`config.mk`:
```
export PLATFORM = sky130hd
export DESIGN_NAME = uc_seq_flat
export DESIGN_NICKNAME = d
export VERILOG_FILES = /design/src/rtl/uc_seq_if.sv /design/src/rtl/uc_seq.sv /design/src/flat_wrapper.sv
export SDC_FILE = /design/constraint.sdc
export NUM_CORES = 1
export LEC_CHECK = 0
export BUFFER_PORTS_ARGS = -buffer_cell sky130_fd_sc_hd__buf_2
export CAP_MARGIN = 20
export CORE_AREA = 2 2 39 41
export DETAILED_ROUTE_END_ITERATION = 12
export DIE_AREA = 0 0 41 43
export MAX_ROUTING_LAYER = met4
export SKIP_LAST_GASP = 1
export SYNTH_ARGS = -nofsm -noshare
export SYNTH_HDL_FRONTEND = slang
export SYNTH_SLANG_ARGS = --single-unit
```
`constraint.sdc`:
```
create_clock -name clk -period 1.6 [get_ports clk]
set_input_delay 0.08 -clock clk [delete_from_list [all_inputs] [get_ports clk]]
set_output_delay 0.08 -clock clk [all_outputs]
set_load 0.01 [all_outputs]
```
`src/rtl/uc_seq_if.sv`:
```
// Instruction/control bundle between program memory/datapath (master) and the
// uc_seq control unit (slave).
interface uc_seq_if;
  logic [5:0] opcode;
  logic [9:0] operand;
  logic       z;
  logic       s_inc, s_inm, we3, entI, SalR, SalI, s_jr, c_jr, s_rel;
  logic [2:0] op;
  logic       halted, busy;

  modport master (
    output opcode, operand, z,
    input  s_inc, s_inm, we3, entI, SalR, SalI, s_jr, c_jr, s_rel, op, halted, busy
  );
  modport slave (
    input  opcode, operand, z,
    output s_inc, s_inm, we3, entI, SalR, SalI, s_jr, c_jr, s_rel, op, halted, busy
  );
endinterface

```
`src/rtl/uc_seq.sv`:
```
// Control/sequencing unit: combinational opcode decode, zero flag, RUN/HALT FSM.
// Define UC_TIMER_EN to build the prescaled busy-wait timer (SETT/WAITT/busy).
module uc_seq #(
  parameter int PRESCALE = 1000,
  parameter int PW       = 16
) (
  input logic     clk,
  input logic     reset,
  uc_seq_if.slave bus
);
  typedef enum logic {S_RUN, S_HALT} state_t;

  state_t     r_state;
  logic       r_zf;
  logic [5:0] w_opc;
  logic       w_tmr_nz;

  assign w_opc = bus.opcode;

  always_ff @(posedge clk or posedge reset) begin
    if (reset) begin
      r_state <= S_RUN;
      r_zf    <= 1'b0;
    end else if (r_state == S_RUN) begin
      if (w_opc[5]) r_zf <= bus.z;
      if (w_opc == 6'b010110) r_state <= S_HALT;
    end
  end

`ifdef UC_TIMER_EN
  logic [PW-1:0] r_pre;
  logic [9:0]    r_timer;
  logic          w_tick, w_sett;

  assign w_tick   = (r_pre == PW'(PRESCALE - 1));
  assign w_sett   = (r_state == S_RUN) && (w_opc[5:2] == 4'b0100);
  assign w_tmr_nz = (r_timer != 10'd0);

  // A SETT load overrides any decrement from a coincident tick.
  always_ff @(posedge clk or posedge reset) begin
    if (reset) begin
      r_pre   <= '0;
      r_timer <= '0;
    end else if (w_sett) begin
      r_pre   <= '0;
      r_timer <= bus.operand;
    end else begin
      r_pre <= w_tick ? '0 : r_pre + PW'(1);
      if (w_tick && w_tmr_nz) r_timer <= r_timer - 10'd1;
    end
  end
`else
  logic w_unused;
  assign w_unused = ^bus.operand ^ (PRESCALE > PW);
  assign w_tmr_nz = 1'b0;
`endif

  always_comb begin
    bus.s_inc  = 1'b0;
    bus.s_inm  = 1'b0;
    bus.we3    = 1'b0;
    bus.entI   = 1'b0;
    bus.SalR   = 1'b0;
    bus.SalI   = 1'b0;
    bus.s_jr   = 1'b0;
    bus.c_jr   = 1'b0;
    bus.s_rel  = 1'b0;
    bus.op     = w_opc[4:2];
    bus.halted = 1'b0;
    bus.busy   = 1'b0;
    if (reset) begin
      bus.s_inc = 1'b1;
      bus.op    = 3'd0;
    end else if (r_state == S_HALT) begin
      // Re-fetch the HALT word at PC+0 forever.
      bus.s_inc  = 1'b1;
      bus.s_rel  = 1'b1;
      bus.halted = 1'b1;
    end else begin
      casez (w_opc)
        6'b1?????: begin bus.we3 = 1'b1; bus.s_inc = 1'b1; end
        6'b0000??: begin bus.we3 = 1'b1; bus.s_inm = 1'b1; bus.entI = 1'b1; bus.s_inc = 1'b1; end
        6'b0001??: begin bus.we3 = 1'b1; bus.s_inm = 1'b1; bus.s_inc = 1'b1; end
        6'b001000: bus.s_jr = 1'b1;
        6'b001001: if (r_zf) bus.s_jr = 1'b1; else bus.s_inc = 1'b1;
        6'b001010: if (!r_zf) bus.s_jr = 1'b1; else bus.s_inc = 1'b1;
        6'b001011: begin bus.s_inc = 1'b1; bus.s_rel = 1'b1; end
        6'b001100: begin bus.c_jr = 1'b1; bus.s_jr = 1'b1; end
        6'b001101: ;
        6'b001110: begin bus.SalR = 1'b1; bus.s_inc = 1'b1; end
        6'b001111: begin bus.SalI = 1'b1; bus.s_inc = 1'b1; end
        6'b010100: begin
          bus.s_inc = 1'b1;
          if (w_tmr_nz) begin bus.s_rel = 1'b1; bus.busy = 1'b1; end
        end
        6'b010110: ;
        default:   bus.s_inc = 1'b1;
      endcase
    end
  end
endmodule

```
`src/flat_wrapper.sv`:
```
// flat-port wrapper written by rule: the top's interface ports become plain ports
module uc_seq_flat 
#(
  parameter int PRESCALE = 1000,
  parameter int PW       = 16
)
  (clk, reset, bus_opcode, bus_operand, bus_z, bus_s_inc, bus_s_inm, bus_we3, bus_entI, bus_SalR, bus_SalI, bus_s_jr, bus_c_jr, bus_s_rel, bus_op, bus_halted, bus_busy);
  uc_seq_if bus_i ();
  input logic clk;
  input logic reset;
  input wire logic [$bits(bus_i.opcode)-1:0] bus_opcode;
  input wire logic [$bits(bus_i.operand)-1:0] bus_operand;
  input wire logic [$bits(bus_i.z)-1:0] bus_z;
  output wire logic [$bits(bus_i.s_inc)-1:0] bus_s_inc;
  output wire logic [$bits(bus_i.s_inm)-1:0] bus_s_inm;
  output wire logic [$bits(bus_i.we3)-1:0] bus_we3;
  output wire logic [$bits(bus_i.entI)-1:0] bus_entI;
  output wire logic [$bits(bus_i.SalR)-1:0] bus_SalR;
  output wire logic [$bits(bus_i.SalI)-1:0] bus_SalI;
  output wire logic [$bits(bus_i.s_jr)-1:0] bus_s_jr;
  output wire logic [$bits(bus_i.c_jr)-1:0] bus_c_jr;
  output wire logic [$bits(bus_i.s_rel)-1:0] bus_s_rel;
  output wire logic [$bits(bus_i.op)-1:0] bus_op;
  output wire logic [$bits(bus_i.halted)-1:0] bus_halted;
  output wire logic [$bits(bus_i.busy)-1:0] bus_busy;
  assign bus_i.opcode = bus_opcode;
  assign bus_i.operand = bus_operand;
  assign bus_i.z = bus_z;
  assign bus_s_inc = bus_i.s_inc;
  assign bus_s_inm = bus_i.s_inm;
  assign bus_we3 = bus_i.we3;
  assign bus_entI = bus_i.entI;
  assign bus_SalR = bus_i.SalR;
  assign bus_SalI = bus_i.SalI;
  assign bus_s_jr = bus_i.s_jr;
  assign bus_c_jr = bus_i.c_jr;
  assign bus_s_rel = bus_i.s_rel;
  assign bus_op = bus_i.op;
  assign bus_halted = bus_i.halted;
  assign bus_busy = bus_i.busy;
  uc_seq #(.PRESCALE(PRESCALE), .PW(PW)) u_core (.clk(clk), .reset(reset), .bus(bus_i));
endmodule
```
== Word level (Yosys, flattened, before mapping) ==
Index checks and enable logic that the tools add are counted.

* Register bits: 2
* Bits of input ports: 19
* Output and inout bits: 14

* Eq/ne operators: 10
* Mux-type cells: 34
* Bitwise logic cells: 1
* Reductions and logical operators: 6

{| class="wikitable"
|+ Operator list
! operator !! count
|-
| 6-bit by 4-bit equality test with 1-bit output (second input constant) || 8
|-
| 1-bit 2-to-1 mux || 31
|-
| 6-bit by 5-bit equality test with 1-bit output (second input constant) || 1
|-
| 1-bit one-hot mux with 3 select lines || 2
|-
| 4-bit by 1-bit equality test with 1-bit output (second input constant) || 1
|-
| 4-bit logical NOT || 1
|-
| 2-bit OR reduction || 2
|-
| 4-bit OR reduction || 1
|-
| 3-bit 2-to-1 mux || 1
|-
| 3-bit OR reduction || 1
|-
| 2-bit AND reduction || 1
|-
| 1-bit inverter || 1
|}

== Longest topological paths before layout ==
* Depth after elaboration: 5
* Mapped depth: 4

== Worst setup path after synthesis ==
OpenSTA, ideal clock, no wires.

* Kind: register to output
* From: register u_core.r_state
* To: output port bus_entI
* Arrival time: 1.020 ns
* Required time: 1.520 ns
* Slack: 0.500 ns
* Stages on the path, launching flop included: 4
* Cells stage by stage: dfrtp_1 > nor3_4 > and2_1 > nor2b_1

* Cells in the longest elaborated chain, start to end: 2

{| class="wikitable"
|+ Ends and longest elaborated chain
! what !! RTL line !! RTL
|-
| start: declaration || uc_seq.sv:13 || <nowiki>state_t r_state;</nowiki>
|-
| start signal: assignment || uc_seq.sv:22 || <nowiki>r_state <= S_RUN;</nowiki>
|-
| start signal: assignment || uc_seq.sv:26 || <nowiki>if (w_opc == 6'b010110) r_state <= S_HALT;</nowiki>
|-
| 1-bit 2-to-1 mux || uc_seq.sv:74 || <nowiki>end else if (r_state == S_HALT) begin</nowiki>
|-
| 1-bit 2-to-1 mux || uc_seq.sv:71 || <nowiki>if (reset) begin</nowiki>
|-
| end: declaration || flat_wrapper.sv:17 || <nowiki>output wire logic [$bits(bus_i.entI)-1:0] bus_entI;</nowiki>
|}

No other way between the ends.

== Worst setup path in the final report ==
* From: register u_core.r_zf
* To: output port bus_s_jr

* Cells in the longest elaborated chain, start to end: 4
* Elaborated cells between the ends (all ways): 5
* Classes of those cells: mux (5)

{| class="wikitable"
|+ Ends and longest elaborated chain
! what !! RTL line !! RTL
|-
| start: declaration || uc_seq.sv:14 || <nowiki>logic r_zf;</nowiki>
|-
| start signal: assignment || uc_seq.sv:25 || <nowiki>if (w_opc[5]) r_zf <= bus.z;</nowiki>
|-
| 1-bit 2-to-1 mux (on tied branches) || uc_seq.sv:86, uc_seq.sv:85 ||
|-
| 1-bit one-hot mux with 3 select lines (*) || uc_seq.sv:80 || <nowiki>casez (w_opc)</nowiki>
|-
| 1-bit 2-to-1 mux (*) || uc_seq.sv:74 ||
|-
| 1-bit 2-to-1 mux (*) || uc_seq.sv:71 ||
|-
| end: declaration || flat_wrapper.sv:20 || <nowiki>output wire logic [$bits(bus_i.s_jr)-1:0] bus_s_jr;</nowiki>
|}

Mark *: on every way between the ends. The rest lies on a longest branch, timed or not.

==> results.md <==
* Layout cell share with drive strength beyond 1 at 51.6%
* Synthesized flop and latch total at 2
* CTS H-tree depth at 1
* Critical hold path startpoint: bus_z
* Critical Path AT at 1.33 ns
* CTS tree: built
* Hold Crit Depth at 2
* CP required at 1.52 ns
* Peak supply drop at 0.302 mV
* PD cells at 472 mW/mm²
* Class of the worst hold path: input port to register
* R2R Path Start: u_core.r_state
* Warnings from Yosys at 0
* Vias at 364
* Worst-path clk slew at 0.03 ns
* Total die area at 0.00176 mm²
* Core region area at 0.00138 mm²
* Leakage at 0.243 nW
* Util after Layout at 34.1%
* Setup_tns at 0 ns
* Final ANT Viol Nets at 0
* # setup viols final at 0
* Tcrit/Tclk final at 88.2%
* Largest net degree at the start of global routing at 11
* Post-synthesis async set-or-reset flop share at 100%
* Most frequent cells in the layout: buf_2 (20), nor2b_1 (5), nor2_1 (4), clkbuf_4 (3)
* Post-DR vias/cell at 4.55
* IO Pins at 33
* IO buf count at 21
* Clock Tree Buf Depth at 2
* Clock latency on the worst-skew pair at 0.22 ns
* Routability cong. at 0.747
* Global-route wire length before repair at 1310 µm
* Core Rows at 14
* Vias in the first global route at 309
* RSZ-0062 raised after global routing: false
* Die H at 43 µm
* Number of synthesized flops with an enable pin at 0
* Reg2reg setup slack at 0.61 ns
* Most used DFF post-synth: dfrtp_1
* Remaining Overflow, GRT at 0
* Die Wd at 41 µm
* TritonRoute pass-1 iters at 4
* Area Overhead vs Synth at 50.8%
* Critical path type: register to output port
* Final hold vios at 0
* Total CTS buffers at 3
* WHS Endpoint: u_core.r_zf
* Status: finished, final reports clean
* Cell taking the most area after synthesis: dfrtp_1
* Synth Instances at 40
* Fin. max-slew vios at 0
* Post-synth top area share at 16.0%
* Critical path launch point type: register
* Initial antenna violation count at 0
* Root buffer cell: clkbuf_4
* GRT Overall Usage at 11.0%
* Fin crit period at 1.41 ns
* Total wire length at 827 µm
* Commonest non-fill, non-tap cell in the layout: buf_2
* Area of the mapped netlist at 313 µm²
* NumNets Final at 85
* Antenna diode count at 0
* CP max FO at 4
* Syn nets at 59
* Worst R2R End: u_core.r_zf
* Mean routed wirelength per cell at 10.3 µm
* Post-DP HPWL at 619 µm
* Synth area leaders: dfrtp_1 (16%), nor2b_1 (10%), buf_6 (7.2%)
* Max Clk Rate at 709 MHz
* Fin Clk Skew at 0.00251 ns
* Initial Utilization at 22.6%
* Synth cell types at 26
* R2R cell count at 3
* TritonCTS Sinks at 2
* # Max-Cap Violations at 0
* Setup crit end kind: output port
* Residual DRC count at 0
* First DRT Iteration DRCs at 5
* Syn_area_per_cell at 7.82 µm²
* Sequential cell area fraction in the yosys report at 16.0%
-- cells in the mapped netlist, types with 2 or more instances --
| master | count |
|---|---|
| nor2b_1 | 5 |
| nor2_1 | 4 |
| nand3_1 | 3 |
| buf_6 | 2 |
| dfrtp_1 | 2 |
| inv_1 | 2 |
| nor3_1 | 2 |
| o21ai_0 | 2 |
-- worst max path at each step --
stage                               from  cells after the start       end
after floorplan           u_core.r_state                      3  bus_entI
after global placement       u_core.r_zf                      4  bus_s_jr
after detailed placement     u_core.r_zf                      4  bus_s_jr
after CTS                          reset                      6  bus_SalR
after global routing         u_core.r_zf                      4  bus_s_jr
final                        u_core.r_zf                      4  bus_s_jr
-- report_power, final --
part           switching, W  total (W)  leakage (nW)  internal, W
combinational     0.0000341  0.0000628         0.207    0.0000287
sequential                0  0.0000510        0.0227    0.0000510
clock             0.0000262   0.000109        0.0138    0.0000825
total             0.0000602   0.000222         0.243     0.000162
-- logic make-up after synthesis --
group	synth area share [%]
compound gates	17.2
mux	3.60
simple gates	50.0
buf+inv	12.0
flops	16.0
other cells	1.20
-- layout make-up --
cell class | count | area [µm²]
flip-flops and latches | 2 | 50.0
clock buffers | 3 | 22.5
inverters | 2 | 7.51
multi-input cells | 33 | 233
well taps | 16 | 20.0
fillers | 147 | 912
repair buffers | 24 | 139
-- flip-flops by register name (all words and copies together) (netlist names) --
register        flops
u_core.r_state      1
u_core.r_zf         1
-- stage by stage --
step | worst slack, ns | total power (W) | hold WS, ns | cell area (µm²) | std cells
finish | 0.189 | 0.000222 | 0.104 | 472 | 80
global route | 0.100 | 0.000242 | 0.107 | 472 | 80
CTS | 0.0870 | 0.000225 | 0.0952 | 440 | 78
detailed placement | 0.411 | 0.000106 | 0.0217 | 408 | 74
global placement | 0.421 | 0.000105 | 0.0145 | 408 | 74
floorplan | 0.500 | 0.0000841 | -0.179 | 313 | 40
-- worst max-delay path, stage by stage, from the launching register on --
cell	delay, ns
dfrtp_1	0.37
mux2_2	0.34
o22ai_1	0.12
and3_1	0.16
buf_2	0.12
-- layer usage --
metal	wire length, µm	global-route usage, %	up-vias
li1	-	-	191
met1	371	15.8	160
met2	389	13.4	13
met3	66	1.57	0
met4	0	8.00	0
met5	0	-	-
-- timing repair --
item	in CTS	in global routing
endpoints found under the hold margin	2	0
buffers inserted	0	2
gates resized for setup	0	6
setup endpoints to repair	0	2
hold buffers	1	0
(Power assumes the default switching activity.)
